`config.mk`:
```
export PLATFORM = sky130hd
export DESIGN_NAME = fxp_layer_engine_flat
export DESIGN_NICKNAME = d
export VERILOG_FILES = /design/src/rtl/fxp_layer_engine_if.sv /design/src/rtl/fxp_layer_engine.sv /design/src/flat_wrapper.sv
export SDC_FILE = /design/constraint.sdc
export NUM_CORES = 2
export LEC_CHECK = 0
export ABC_AREA = 1
export BUFFER_PORTS_ARGS = -buffer_cell sky130_fd_sc_hd__buf_2
export CORE_MARGIN = 5
export CORE_UTILIZATION = 33
export DETAILED_ROUTE_END_ITERATION = 16
export HOLD_SLACK_MARGIN = 0.12
export MAX_ROUTING_LAYER = met4
export PLACE_DENSITY = 0.56
export SETUP_SLACK_MARGIN = 0.02
export SLEW_MARGIN = 20
export SYNTH_ARGS = -nofsm -noshare
export SYNTH_HDL_FRONTEND = slang
export SYNTH_SLANG_ARGS = --single-unit
```
`constraint.sdc`:
```
create_clock -name clk -period 10.6 [get_ports clk]
set_input_delay 0 -clock clk [delete_from_list [all_inputs] [get_ports clk]]
set_output_delay 0 -clock clk [all_outputs]
set_load 0.05 [all_outputs]
```
`src/rtl/fxp_layer_engine_if.sv`:
```
// ----------------------------------------------------------------------------
// fxp_layer_engine_if
// Host-side bus of the fixed-point layer engine: weight/bias writes, input
// vector writes, start/busy/done handshake and output readback.
//
// Signals:
//   cfg_we / cfg_addr / cfg_data : weight/bias store write (word = n*(N_IN+1)+k,
//                                  k == N_IN is the bias)
//   in_we / in_addr / in_data    : input vector write
//   start                        : one-cycle evaluation request
//   busy / done                  : evaluation in progress / one-cycle completion
//   out_addr / out_data          : output index / registered output value
//   cycle_count                  : busy cycles of the last evaluation
//   act_sel                      : activation select (only with FXP_ACT_SEL_EN)
//
// Modports: master = host/software side, slave = engine.
// ----------------------------------------------------------------------------
interface fxp_layer_engine_if #(
    parameter int unsigned DATA_W = 16,
    parameter int unsigned N_IN   = 2,
    parameter int unsigned N_OUT  = 2
);
    localparam int unsigned DEPTH  = N_OUT * (N_IN + 1);
    localparam int unsigned CFG_AW = (DEPTH > 1) ? $clog2(DEPTH) : 1;
    localparam int unsigned IN_AW  = (N_IN > 1) ? $clog2(N_IN) : 1;
    localparam int unsigned OUT_AW = (N_OUT > 1) ? $clog2(N_OUT) : 1;

    logic                     cfg_we;
    logic [CFG_AW-1:0]        cfg_addr;
    logic signed [DATA_W-1:0] cfg_data;
    logic                     in_we;
    logic [IN_AW-1:0]         in_addr;
    logic signed [DATA_W-1:0] in_data;
    logic                     start;
    logic                     busy;
    logic                     done;
    logic [OUT_AW-1:0]        out_addr;
    logic signed [DATA_W-1:0] out_data;
    logic [31:0]              cycle_count;
`ifdef FXP_ACT_SEL_EN
    logic [1:0]               act_sel;
`endif

    modport master (
`ifdef FXP_ACT_SEL_EN
        output act_sel,
`endif
        output cfg_we, cfg_addr, cfg_data,
        output in_we, in_addr, in_data,
        output start, out_addr,
        input  busy, done, out_data, cycle_count
    );

    modport slave (
`ifdef FXP_ACT_SEL_EN
        input  act_sel,
`endif
        input  cfg_we, cfg_addr, cfg_data,
        input  in_we, in_addr, in_data,
        input  start, out_addr,
        output busy, done, out_data, cycle_count
    );
endinterface

```
`src/rtl/fxp_layer_engine.sv`:
```
// ----------------------------------------------------------------------------
// fxp_layer_engine
// Time-multiplexed fixed-point fully-connected layer: N_OUT neurons over N_IN
// inputs using one shared MAC, an on-chip weight/bias store and an input
// vector store. Each neuron takes N_IN MAC cycles plus one activation cycle.
//
// Ports:
//   clk   : system clock
//   reset : synchronous, active-high reset (clears all state and storage)
//   bus   : fxp_layer_engine_if.slave (config/input writes, start/busy/done,
//           output read, cycle_count)
//
// Optional feature macro: FXP_ACT_SEL_EN
//   Defined   : bus.act_sel picks the activation, sampled at an accepted start
//               (0/3 hard sigmoid, 1 ReLU, 2 identity).
//   Undefined : activation is always hard sigmoid.
// ----------------------------------------------------------------------------
module fxp_layer_engine #(
    parameter int unsigned DATA_W = 16,
    parameter int unsigned FRAC_W = 10,
    parameter int unsigned N_IN   = 2,
    parameter int unsigned N_OUT  = 2,
    parameter int unsigned ACC_W  = 40
) (
    input  logic              clk,
    input  logic              reset,
    fxp_layer_engine_if.slave bus
);
    localparam int unsigned DEPTH  = N_OUT * (N_IN + 1);
    localparam int unsigned CFG_AW = (DEPTH > 1) ? $clog2(DEPTH) : 1;
    localparam int unsigned IN_AW  = (N_IN > 1) ? $clog2(N_IN) : 1;
    localparam int unsigned NEU_W  = (N_OUT > 1) ? $clog2(N_OUT) : 1;
    localparam int unsigned PROD_W = 2 * DATA_W;

    // Hard-sigmoid constants 0.5 and 1.0, one bit wider than the data path.
    localparam logic signed [DATA_W:0] SIG_HALF =
        {{(DATA_W - FRAC_W + 1){1'b0}}, 1'b1, {(FRAC_W - 1){1'b0}}};
    localparam logic signed [DATA_W:0] SIG_ONE =
        {{(DATA_W - FRAC_W){1'b0}}, 1'b1, {FRAC_W{1'b0}}};

    typedef enum logic [1:0] {StIdle, StMac, StAct, StFin} state_e;

    state_e r_state;
    state_e w_state_next;

    logic signed [DATA_W-1:0] r_wmem [DEPTH];
    logic signed [DATA_W-1:0] r_xmem [N_IN];
    logic signed [DATA_W-1:0] r_out  [N_OUT];
    logic signed [DATA_W-1:0] r_out_data;
    logic signed [ACC_W-1:0]  r_acc;
    logic [NEU_W-1:0]         r_neuron;
    logic [IN_AW-1:0]         r_k;
    logic [CFG_AW-1:0]        r_base;     // store index of the current neuron's first weight
    logic [31:0]              r_cycle_count;
`ifdef FXP_ACT_SEL_EN
    logic [1:0]               r_act_sel;
`endif

    logic                     w_busy;
    logic                     w_start_ok;
    logic                     w_k_last;
    logic                     w_neuron_last;
    logic [CFG_AW-1:0]        w_widx;
    logic [CFG_AW-1:0]        w_bidx;
    logic signed [DATA_W-1:0] w_wt;
    logic signed [DATA_W-1:0] w_xin;
    logic signed [DATA_W-1:0] w_bias;
    logic signed [PROD_W-1:0] w_wt_ext;
    logic signed [PROD_W-1:0] w_x_ext;
    logic signed [PROD_W-1:0] w_prod;
    logic signed [ACC_W-1:0]  w_prod_ext;
    logic signed [ACC_W-1:0]  w_bias_ext;
    logic signed [ACC_W-1:0]  w_sum;
    logic signed [ACC_W-1:0]  w_shift;
    logic [ACC_W-DATA_W:0]    w_hi;
    logic signed [DATA_W-1:0] w_s;
    logic signed [DATA_W:0]   w_s_wide;
    logic signed [DATA_W:0]   w_sig_pre;
    logic signed [DATA_W-1:0] w_sig;
    logic signed [DATA_W-1:0] w_act;

    assign w_busy        = (r_state == StMac) || (r_state == StAct);
    assign w_start_ok    = (r_state == StIdle) && bus.start;
    assign w_k_last      = (r_k == IN_AW'(N_IN - 1));
    assign w_neuron_last = (r_neuron == NEU_W'(N_OUT - 1));

    // ---------------- MAC operand fetch and product ----------------
    assign w_widx   = r_base + CFG_AW'(r_k);
    assign w_bidx   = r_base + CFG_AW'(N_IN);
    assign w_wt     = r_wmem[w_widx];
    assign w_xin    = r_xmem[r_k];
    assign w_bias   = r_wmem[w_bidx];
    assign w_wt_ext = {{DATA_W{w_wt[DATA_W-1]}}, w_wt};
    assign w_x_ext  = {{DATA_W{w_xin[DATA_W-1]}}, w_xin};
    assign w_prod   = w_wt_ext * w_x_ext;
    assign w_prod_ext = {{(ACC_W - PROD_W){w_prod[PROD_W-1]}}, w_prod};

    // ---------------- Bias, rescale, saturate ----------------
    assign w_bias_ext = {{(ACC_W - DATA_W - FRAC_W){w_bias[DATA_W-1]}}, w_bias, {FRAC_W{1'b0}}};
    assign w_sum      = r_acc + w_bias_ext;
    assign w_shift    = w_sum >>> FRAC_W;
    // The value fits DATA_W iff all bits from the DATA_W sign bit upward agree.
    assign w_hi       = w_shift[ACC_W-1:DATA_W-1];

    always_comb begin
        w_s = w_shift[DATA_W-1:0];
        if (!((&w_hi) || (~|w_hi))) begin
            w_s = w_shift[ACC_W-1] ? {1'b1, {(DATA_W - 1){1'b0}}}
                                   : {1'b0, {(DATA_W - 1){1'b1}}};
        end
    end

    // ---------------- Activations ----------------
    assign w_s_wide  = {w_s[DATA_W-1], w_s};
    assign w_sig_pre = (w_s_wide >>> 2) + SIG_HALF;

    always_comb begin
        w_sig = w_sig_pre[DATA_W-1:0];
        if (w_sig_pre[DATA_W]) begin
            w_sig = '0;
        end else if (w_sig_pre > SIG_ONE) begin
            w_sig = SIG_ONE[DATA_W-1:0];
        end
    end

    always_comb begin
        w_act = w_sig;
`ifdef FXP_ACT_SEL_EN
        case (r_act_sel)
            2'd1:    w_act = w_s[DATA_W-1] ? '0 : w_s;
            2'd2:    w_act = w_s;
            default: w_act = w_sig;
        endcase
`endif
    end

    // ---------------- FSM ----------------
    always_ff @(posedge clk) begin
        if (reset) begin
            r_state <= StIdle;
        end else begin
            r_state <= w_state_next;
        end
    end

    always_comb begin
        w_state_next = r_state;
        case (r_state)
            StIdle:  if (bus.start) w_state_next = StMac;
            StMac:   if (w_k_last) w_state_next = StAct;
            StAct:   w_state_next = w_neuron_last ? StFin : StMac;
            StFin:   w_state_next = StIdle;
            default: w_state_next = StIdle;
        endcase
    end

    // ---------------- Datapath and storage ----------------
    always_ff @(posedge clk) begin
        if (reset) begin
            for (int i = 0; i < int'(DEPTH); i++) r_wmem[i] <= '0;
            for (int i = 0; i < int'(N_IN); i++)  r_xmem[i] <= '0;
            for (int i = 0; i < int'(N_OUT); i++) r_out[i]  <= '0;
            r_out_data    <= '0;
            r_acc         <= '0;
            r_neuron      <= '0;
            r_k           <= '0;
            r_base        <= '0;
            r_cycle_count <= '0;
`ifdef FXP_ACT_SEL_EN
            r_act_sel     <= 2'd0;
`endif
        end else begin
            // Writes are only accepted outside MAC/ACT, so operands stay frozen
            // for a whole evaluation; a write alongside start lands first.
            if (bus.cfg_we && !w_busy && (32'(bus.cfg_addr) < DEPTH)) begin
                r_wmem[bus.cfg_addr] <= bus.cfg_data;
            end
            if (bus.in_we && !w_busy && (32'(bus.in_addr) < N_IN)) begin
                r_xmem[bus.in_addr] <= bus.in_data;
            end

            r_out_data <= (32'(bus.out_addr) < N_OUT) ? r_out[bus.out_addr] : '0;

            case (r_state)
                StIdle: begin
                    if (w_start_ok) begin
                        r_neuron      <= '0;
                        r_k           <= '0;
                        r_base        <= '0;
                        r_acc         <= '0;
                        r_cycle_count <= '0;
`ifdef FXP_ACT_SEL_EN
                        r_act_sel     <= bus.act_sel;
`endif
                    end
                end
                StMac: begin
                    r_acc         <= r_acc + w_prod_ext;
                    r_k           <= w_k_last ? '0 : r_k + IN_AW'(1);
                    r_cycle_count <= r_cycle_count + 32'd1;
                end
                StAct: begin
                    r_out[r_neuron] <= w_act;
                    r_acc           <= '0;
                    r_k             <= '0;
                    r_cycle_count   <= r_cycle_count + 32'd1;
                    if (!w_neuron_last) begin
                        r_neuron <= r_neuron + NEU_W'(1);
                        r_base   <= r_base + CFG_AW'(N_IN + 1);
                    end
                end
                default: ;
            endcase
        end
    end

    assign bus.busy        = w_busy;
    assign bus.done        = (r_state == StFin);
    assign bus.out_data    = r_out_data;
    assign bus.cycle_count = r_cycle_count;
endmodule

```
`src/flat_wrapper.sv`:
```
// flat-port wrapper written by rule: the top's interface ports become plain ports
module fxp_layer_engine_flat 
#(
    parameter int unsigned DATA_W = 16,
    parameter int unsigned FRAC_W = 10,
    parameter int unsigned N_IN   = 2,
    parameter int unsigned N_OUT  = 2,
    parameter int unsigned ACC_W  = 40
)
  (clk, reset, bus_cfg_we, bus_cfg_addr, bus_cfg_data, bus_in_we, bus_in_addr, bus_in_data, bus_start, bus_out_addr, bus_busy, bus_done, bus_out_data, bus_cycle_count);
  fxp_layer_engine_if #(.DATA_W(DATA_W), .N_IN(N_IN), .N_OUT(N_OUT)) bus_i ();
  input  logic clk;
  input  logic reset;
  input wire logic [$bits(bus_i.cfg_we)-1:0] bus_cfg_we;
  input wire logic [$bits(bus_i.cfg_addr)-1:0] bus_cfg_addr;
  input wire logic [$bits(bus_i.cfg_data)-1:0] bus_cfg_data;
  input wire logic [$bits(bus_i.in_we)-1:0] bus_in_we;
  input wire logic [$bits(bus_i.in_addr)-1:0] bus_in_addr;
  input wire logic [$bits(bus_i.in_data)-1:0] bus_in_data;
  input wire logic [$bits(bus_i.start)-1:0] bus_start;
  input wire logic [$bits(bus_i.out_addr)-1:0] bus_out_addr;
  output wire logic [$bits(bus_i.busy)-1:0] bus_busy;
  output wire logic [$bits(bus_i.done)-1:0] bus_done;
  output wire logic [$bits(bus_i.out_data)-1:0] bus_out_data;
  output wire logic [$bits(bus_i.cycle_count)-1:0] bus_cycle_count;
  assign bus_i.cfg_we = bus_cfg_we;
  assign bus_i.cfg_addr = bus_cfg_addr;
  assign bus_i.cfg_data = bus_cfg_data;
  assign bus_i.in_we = bus_in_we;
  assign bus_i.in_addr = bus_in_addr;
  assign bus_i.in_data = bus_in_data;
  assign bus_i.start = bus_start;
  assign bus_i.out_addr = bus_out_addr;
  assign bus_busy = bus_i.busy;
  assign bus_done = bus_i.done;
  assign bus_out_data = bus_i.out_data;
  assign bus_cycle_count = bus_i.cycle_count;
  fxp_layer_engine #(.DATA_W(DATA_W), .FRAC_W(FRAC_W), .N_IN(N_IN), .N_OUT(N_OUT), .ACC_W(ACC_W)) u_core (.clk(clk), .reset(reset), .bus(bus_i));
endmodule
```
==> summary.txt <==
Floorplan
  • Initial Util: 33.30%
  • IO Pins: 92
  • DIE HEIGHT: 297.9 um
  • Rows: 105
  • Die width: 297.9 um
  • Core Box Area: 82110 um^2
  • Die area: 88720 um^2

STA
  • Setup Viol. Count Final: 0
  • Final min period: 9502 ps
  • Achievable Freq: 105.2 MHz
  • Slew Viols, Final: 0
  • Setup WS post-layout: 1098 ps
  • Fin crit share: 89.64%
  • Pin slew with the least headroom to its limit: 1085 ps
  • RSZ-0062 raised after global routing: no
  • Setup TNS: 0 ps
  • Clock skew: 43.48 ps
  • Hold Violations, Final: 0
  • Max-slew headroom: 27.49%

Final layout
  • Nets@finish: 4024
  • Fill cells: 8528
  • Sequential cell area: 7528 um^2
  • Commonest non-fill, non-tap cell in the layout: inv_1
  • Most frequent cells in the layout: 670 x inv_1, 594 x nand2_1, 476 x nor2_1
  • Multi-input gate area: 16980 um^2
  • Area Growth Syn to Fin: 12.09%
  • Total inserted antenna cells: 0
  • Share of cells above drive strength 1: 6.833%

Hold path
  • Hold Path Class: in2reg

Synth
  • EDFF count, synth: 188
  • Seq cells post-synth: 282
  • Async SR Flop Fraction: 0%
  • Top_reg_cell synth: edfxtp_1
  • Mapped Cells: 3357
  • Warnings from Yosys: 0
  • Yosys cell types: 58
  • Sequential fraction of the synthesis area: 27.53%
  • Mean Syn Cell Area: 8.146 um^2
  • Post-Synthesis Cell Area: 27340 um^2

Setup path
  • CP Launch Point: u_core.r_k$_SDFFE_PP0P_
  • Startpoint types: flip-flop
  • Cell mode on critical path: nand2_1
  • Crit path DAT: 9900 ps
  • R2R depth: 38
  • R2r endpoint: u_core.r_acc[37]$_SDFFE_PP0P_
  • Slowest CP cell: fa_1
  • Worst Path Max Fanout: 35
  • CP endpoint: u_core.r_acc[37]$_SDFFE_PP0P_
  • Worst path required time: 11000 ps
  • R2r startpoint: u_core.r_k$_SDFFE_PP0P_
  • Worst setup EP type: flip-flop
  • Critical Path Max Stage Delay: 800 ps
  • WS Path Type: reg2reg
  • R2R Setup Slk: 1100 ps

Status
  • Status: finished, final reports clean

Clock tree
  • CTS H-Tree Depth: 2
  • TritonCTS clock tree: done
  • Inserted Clock Buffers: 35
  • Clock buffer depth: 3
  • Post_cts resized: 0
  • Clock Latency Late Sink: 580 ps
  • Clock slew at reported path FFs: 60 ps
  • Root buf cell: clkbuf_16
  • Total clock sinks: 282

Flow run
  • Total of max-cap violations: 0

Routing
  • WL per Instance: 16.74 um
  • DRT iter0 DRCs: 1444
  • Post-Route WL: 76970 um
  • Vias: 21956
  • 1st-pass router iterations: 5
  • # DRC: 0
  • Post-DRT Antenna Nets: 0
  • Vias per cell: 4.776

GRT
  • Number of global-route vias before repair: 22682
  • Tot GR Track Use: 17.96%
  • Overflow after GRT: 0
  • Initial antenna violation count: 0
  • First-pass GRT wire length: 125100 um
  • Largest net degree at the start of global routing: 83

Place
  • Worst slack, placed: 1237 ps
  • IO buf count: 89
  • DP HPWL: 59670 um
  • RD Place Congestion: 0.9133
## per-stage QoR
step                      hold WS, ps  utilization [%]  instance area (um^2)  cells
after floorplan                 162.6                -                 27490   3396
after global placement          309.8            35.45                 29110   4490
after detailed placement        316.3            35.45                 29110   4490
after CTS                       193.6            37.33                 30650   4597
after global routing            256.5            37.33                 30650   4597
final                           225.2            37.33                 30650   4597
## sequential cells by signal, summed over array words and instances, names as in the netlist, named ones only
register,flops
u_core.bus.cycle_count,32
u_core.r_acc,40
u_core.r_xmem,32
u_core.r_out,28
u_core.r_state,2
u_core.r_wmem,128
u_core.r_base,3
u_core.r_k,1
u_core.bus.out_data,14
u_core.r_neuron,1
## cell families (layout without fill, tap and decap cells)
group	after synthesis	after routing	share of synthesized area (%)
simple gates	1284	1284	19.52
xor+xnor	30	30	0.9609
compound gates	495	495	9.870
mux	1	1	0.03661
other cells	1	40	0.01371
flops	282	282	27.53
buf+inv	782	913	10.95
fa+ha+maj	482	482	31.11
## routing by layer
layer	share of wire [%]	wire length, um	vias to the layer above	global-route usage [%]
met3	4.2	3254	145	1.697
met4	3.2	2431	0	5.136
met2	48	37290	540	30.56
li1	-	-	10716	-
met5	0	0	-	-
met1	44	34000	10555	23.03
## cell type report
type | count | share of cell area, %
clock buffers | 45 | 2.980
clock inverters | 19 | 0.6327
inverters | 688 | 8.450
multi-input cells | 2332 | 55.40
flip-flops and latches | 282 | 24.56
well taps | 1070 | 4.368
repair buffers | 161 | 3.609
## synth_stat cells (all sizes together), types with 7 or more instances
master	number	area [um^2]
a31oi	11	68.82
nor2	483	1858
nand2	613	2387
o211ai	10	75.07
nand4	14	87.58
or2	15	93.84
o21ai	199	999.7
edfxtp	188	5645
inv	677	2549
a21o	10	75.07
o21a	10	75.07
clkbuf	79	296.5
xor2	11	96.34
buf	15	108.9
o221ai	7	61.31
fa	330	6606
xnor2	19	166.4
o21bai	8	60.06
nor3	25	130.1
dfxtp	94	1882
ha	152	1902
nand3	119	683.2
a21oi	220	1105
a32o	7	70.07
clkinv	11	41.29
## critical path: cells and delay by family (launching register included)
kind | cells | cell delay, ps
and+or+nand+nor | 12 | 1620
DFF | 1 | 320
adders and majority gates | 9 | 4400
buffers and inverters | 8 | 1760
AOI/OAI and AO/OA | 9 | 1240
## what timing repair did
item,4_1_cts,5_1_grt
setup buffers,0,0
endpoints found under the hold margin,188,0
hold buffers,43,0
## worst min path at each step
stage / start / to / slack, ps / depth (start not counted)
after floorplan: bus_out_addr / u_core.bus.out_data[0]$_SDFF_PP0_ / 160 / 2
after global placement: bus_cfg_data[14] / u_core.r_wmem[4][14]$_SDFFCE_PN0P_ / 310 / 3
after detailed placement: bus_cfg_data[14] / u_core.r_wmem[4][14]$_SDFFCE_PN0P_ / 320 / 3
after CTS: bus_cfg_addr[2] / u_core.r_wmem[1][1]$_SDFFCE_PN0P_ / 190 / 5
after global routing: bus_cfg_addr[2] / u_core.r_wmem[1][10]$_SDFFCE_PN0P_ / 260 / 5
final: bus_cfg_addr[2] / u_core.r_wmem[1][3]$_SDFFCE_PN0P_ / 230 / 5
Power is left out: the tool's default activity adds up to more than one toggle a clock period on the data nets, which glitch-free logic cannot reach.
